`src/rtl/mux_sched_nto1.sv`:
```
// N:1 valid/ready channel multiplexer with manual or round-robin selection
// and a single-entry registered output stage.
module mux_sched_nto1 #(
    parameter int N  = 4,
    parameter int W  = 8,
    parameter int SW = 2
) (
    input  logic           clk,
    input  logic           rst_n,
    input  logic [N*W-1:0] in_data,
    input  logic [N-1:0]   in_valid,
    output logic [N-1:0]   in_ready,
    input  logic           mode,
    input  logic [SW-1:0]  sel,
    output logic [W-1:0]   out_data,
    output logic           out_valid,
    input  logic           out_ready,
    output logic [SW-1:0]  out_ch,
    output logic [N-1:0]   grant
);

    logic [SW-1:0] ptr_r;
    logic [SW-1:0] ptr_nxt_s;
    logic [SW-1:0] cand_s;
    logic          cand_vld_s;
    logic          load_en_s;
    logic [N-1:0]  grant_s;
    logic [W-1:0]  cand_data_s;
    logic [W-1:0]  out_data_r;
    logic          out_valid_r;
    logic [SW-1:0] out_ch_r;
    int            scan_idx_s;

    assign load_en_s = ~out_valid_r | out_ready;

    // Pick the candidate channel: sel in manual mode, first valid from ptr in RR mode
    always_comb begin
        cand_vld_s = 1'b0;
        cand_s     = {SW{1'b0}};
        scan_idx_s = 0;
        if (mode) begin
            for (int i = 0; i < N; i++) begin
                scan_idx_s = (int'(ptr_r) + i >= N) ? int'(ptr_r) + i - N : int'(ptr_r) + i;
                for (int k = 0; k < N; k++) begin
                    if (!cand_vld_s && (scan_idx_s == k) && in_valid[k]) begin
                        cand_vld_s = 1'b1;
                        cand_s     = SW'(k);
                    end else begin
                        cand_vld_s = cand_vld_s;
                    end
                end
            end
        end else begin
            // An out-of-range sel matches no k, so it can never grant
            for (int k = 0; k < N; k++) begin
                if ((sel == SW'(k)) && in_valid[k]) begin
                    cand_vld_s = 1'b1;
                    cand_s     = SW'(k);
                end else begin
                    cand_vld_s = cand_vld_s;
                end
            end
        end
    end

    // Decode candidate into the one-hot grant and select its data word
    always_comb begin
        grant_s     = {N{1'b0}};
        cand_data_s = {W{1'b0}};
        for (int k = 0; k < N; k++) begin
            if (cand_s == SW'(k)) begin
                cand_data_s = in_data[k*W +: W];
                grant_s[k]  = cand_vld_s & load_en_s & rst_n;
            end else begin
                grant_s[k]  = 1'b0;
            end
        end
    end

    assign ptr_nxt_s = (int'(cand_s) == N - 1) ? {SW{1'b0}} : cand_s + {{(SW-1){1'b0}}, 1'b1};

    // Output register and round-robin pointer
    always_ff @(posedge clk or negedge rst_n) begin
        if (!rst_n) begin
            out_data_r  <= {W{1'b0}};
            out_valid_r <= 1'b0;
            out_ch_r    <= {SW{1'b0}};
            ptr_r       <= {SW{1'b0}};
        end else if (|grant_s) begin
            out_data_r  <= cand_data_s;
            out_ch_r    <= cand_s;
            out_valid_r <= 1'b1;
            if (mode) begin
                ptr_r <= ptr_nxt_s;
            end
        end else if (out_ready && out_valid_r) begin
            out_valid_r <= 1'b0;
        end
    end

    assign grant     = grant_s;
    assign in_ready  = grant_s;
    assign out_data  = out_data_r;
    assign out_valid = out_valid_r;
    assign out_ch    = out_ch_r;

endmodule

```
`config.mk`:
```
export PLATFORM = sky130hd
export DESIGN_NAME = mux_sched_nto1
export DESIGN_NICKNAME = d
export VERILOG_FILES = /design/src/rtl/mux_sched_nto1.sv
export SDC_FILE = /design/constraint.sdc
export NUM_CORES = 1
export LEC_CHECK = 0
export ABC_AREA = 1
export CAP_MARGIN = 20
export CELL_PAD_IN_SITES_DETAIL_PLACEMENT = 1
export CELL_PAD_IN_SITES_GLOBAL_PLACEMENT = 2
export CORE_MARGIN = 4
export CORE_UTILIZATION = 22
export CTS_BUF_LIST = sky130_fd_sc_hd__clkbuf_8
export DETAILED_ROUTE_END_ITERATION = 10
export GPL_TIMING_DRIVEN = 0
export MAX_ROUTING_LAYER = met4
export PLACE_DENSITY = 0.94
export SYNTH_ARGS = -nofsm -noshare
export SYNTH_HDL_FRONTEND = slang
export SYNTH_SLANG_ARGS = --single-unit
```
`constraint.sdc`:
```
create_clock -name clk -period 11.3 [get_ports clk]
set_input_delay 2.26 -clock clk [delete_from_list [all_inputs] [get_ports clk]]
set_output_delay 2.26 -clock clk [all_outputs]
set_load 0.01 [all_outputs]
```
==> Flow_metrics.wiki <==
{| class="wikitable"
! Metric !! Value
|-
| Aggregate global routing overflow || 0
|-
| Remaining antenna violation count || 0
|-
| Number of design-rule violations left by the first detailed-router iteration || 53
|-
| Final setup TNS || 0 ns
|-
| Port buffer count || 58
|-
| CTS H-tree lvls || 1
|-
| Standby leakage power || 0.957 nW
|-
| Clock root cell || clkbuf_8
|-
| Antenna violations before repair || 0
|-
| Antenna Cells || 0
|-
| Ratio of final minimum period to clock period || 0.729
|-
| Die Span X || 85.3 µm
|-
| Total vias in the final route || 1520
|-
| Total global routing track utilization || 0.113
|-
| Final hold vios || 0
|-
| GP Congestion || 0.794
|-
| Total of warnings raised by yosys || 0
|-
| HPWL Detailed || 3510 µm
|-
| Power Density || 189 nW/µm²
|-
| Class of the most critical setup path || in -> out
|-
| Count of pins on the block boundary || 61
|-
| P&R area growth vs syn || 54.5%
|-
| Later-pin clock latency in the skew report || 0.24 ns
|-
| Largest net degree at the start of global routing || 15
|-
| Core ar. || 5640 µm²
|-
| Number of clock buffers inserted by TritonCTS || 3
|-
| Required time of the critical path || 9.04 ns
|-
| First-pass GRT wire length || 6780 µm
|-
| Arrival time reported for the critical path endpoint || 5.98 ns
|-
| Fraction of the yosys area taken by sequential cells || 0.248
|-
| Synth Area per Inst || 6.23 µm²
|-
| Clock-pin slew on the worst setup and hold paths || 0.05 ns
|-
| Vias per cell || 4.41
|-
| Layout Skew || 0.00215 ns
|-
| Count of max-cap constraint violations || 0
|-
| Class of the most critical hold timing path || reg -> reg
|-
| TritonCTS clock tree || done
|-
| Status || completed
|-
| Final Slew Violations || 0
|-
| Syn nets || 256
|-
| Post-cts resize count || 0
|-
| Maximum fanout along the worst path || 10
|-
| RSZ-0062 raised after global routing || no
|-
| DP Worst Slack || 3.03 ns
|-
| First-pass iteration count of the detailed router || 4
|-
| Syn Inst Count || 211
|-
| # Post-CTS Setup Buffers || 0
|-
| Least setup slack across all paths after layout || 3.06 ns
|-
| Area of the die || 7270 µm²
|-
| Hold buffers post-CTS || 0
|-
| Count of different cell masters after synthesis || 26
|-
| Critical path capture point type || output pin
|-
| Initial Utilization || 0.233
|-
| Transition time at the pin with the least slew margin || 0.615 ns
|-
| Average detailed-routed wire length per instance || 11.7 µm
|-
| Number of buffers on the longest clock path || 2
|-
| Count of final setup violators || 0
|-
| Die span in y || 85.3 µm
|-
| Net count of the finished layout || 319
|-
| VDD IR max || 0.0727 mV
|-
| Cell area after synthesis || 1310 µm²
|-
| Cell row count || 27
|-
| Num Clock Sinks || 13
|-
| Proportion of layout cells with a drive suffix above 1 || 0.0952
|-
| Slew margin rel. || 0.589
|-
| Number of flip-flops and latches in the synthesized netlist || 13
|-
| Fmax || 121 MHz
|-
| Minimum clock period after layout || 8.24 ns
|-
| Vias in the first global route || 1542
|-
| Critical path launch point type || input pin
|-
| DRC errors left || 0
|-
| Post-detailed-routing wire length || 4040 µm
|}
## cell families (layout without fill, tap and decap cells)
group,count (synthesis),count (layout),synth area share
AO/OA/AOI/OAI,22,22,0.111
buffers and inverters,37,99,0.132
flip-flops,13,13,0.248
adder cells (fa/ha/maj),3,3,0.0286
AND/OR/NAND/NOR,136,136,0.480
## per-layer routing
metal | vias up | GRT usage | wire [µm] | part of all wire
li1 | 796 | - | - | -
met1 | 676 | 0.151 | 1960 | 0.48
met3 | 4 | 0.0107 | 198 | 0.049
met2 | 44 | 0.181 | 1860 | 0.46
met5 | - | - | 0 | 0
met4 | 0 | 0.0288 | 29 | 0.0072
## sequential cells by signal, indices dropped and copies added (netlist names)
| signal | cells |
|---|---|
| out_ch | 2 |
| out_data | 8 |
| out_valid | 1 |
| ptr_r | 2 |
## critical path: stages
cell and delay, ns:
clkdlybuf4s50_1 0.47, nand3_1 0.16, nand2_1 0.10, nor2_2 0.12, nand4_2 0.10, nor2_2 0.16
nand4_2 0.12, nor2_2 0.15, nand4_2 0.11, nor2_2 0.11, nor2_1 0.08, nor2_4 0.14
buf_4 0.19, ha_1 0.15, clkbuf_1 0.33, clkbuf_1 0.34, inv_1 0.08, nor2_1 0.15
buf_4 0.12, clkdlybuf4s50_1 0.53
## power breakdown
| part | total, mW | internal [mW] | switching, mW |
|---|---|---|---|
| Combinational | 0.262 | 0.114 | 0.148 |
| Sequential | 0.0810 | 0.0664 | 0.0147 |
| Clock | 0.0395 | 0.0239 | 0.0156 |
## layout make-up
cell class              count  area (µm²)
plain buffers              12        80.1
inverters                  25        93.8
clock inverters             1        3.75
fillers                   742        3610
well taps                  72        90.1
repair buffers             58         581
clock buffers               3        41.3
multi-input cells         161         815
flip-flops and latches     13         325
## cell usage in the layout, fill, tap and decap left out, types with 3 or more instances in the layout
master,synthesis,final
nand4_2,3,3
clkdlybuf4s50_1,0,58
nand3_1,19,19
nor2_2,4,4
buf_4,6,6
clkbuf_8,0,3
dfrtp_1,13,13
clkbuf_1,4,4
inv_1,24,25
ha_1,3,3
a22oi_1,8,8
nand2_1,73,73
nor2_1,26,26
o21ai_0,9,9
## metrics by stage
stage | power, mW | hold slack, ns | cells | utilization | cell area (µm²)
2_1_floorplan | 0.250 | 0.509 | 211 | - | 1310
3_3_place_gp | 0.342 | 0.458 | 341 | 0.352 | 1980
3_5_place_dp | 0.349 | 0.467 | 341 | 0.352 | 1980
4_1_cts | 0.390 | 0.480 | 345 | 0.360 | 2030
5_1_grt | 0.427 | 0.494 | 345 | 0.360 | 2030
6_report | 0.383 | 0.474 | 345 | 0.360 | 2030
## final timing paths
path	startpoint	to	slack, ns	cells past startpoint
hold / removal	out_data[4]$_DFFE_PN0P_	out_data[4]$_DFFE_PN0P_	0.47	2
max in group asynchronous	rst_n	ptr_r[1]$_DFFE_PN0P_	8.50	1
setup / recovery	in_valid[3]	in_ready[2]	3.06	20
setup reg to reg	ptr_r[1]$_DFFE_PN0P_	out_data[2]$_DFFE_PN0P_	7.59	23
hold reg to reg	out_data[4]$_DFFE_PN0P_	out_data[4]$_DFFE_PN0P_	0.47	2
min in group asynchronous	rst_n	out_data[4]$_DFFE_PN0P_	2.41	1
## cells in the mapped netlist, drive strengths merged
cell type / number / area [µm²]
nand2: 74 / 285
nor2: 32 / 145
nand3: 22 / 133
a31oi: 2 / 12.5
buf: 8 / 65.1
clkbuf: 4 / 15.0
ha: 3 / 37.5
dfrtp: 13 / 325
o311ai: 1 / 16.3
o21bai: 1 / 7.51
nand4: 5 / 50.1
a21oi: 1 / 5.00
inv: 25 / 93.8
nor3b: 1 / 7.51
a22oi: 8 / 60.1
o21ai: 9 / 45.0
nor3: 2 / 10.0
Power figures use the tool's default switching activity.
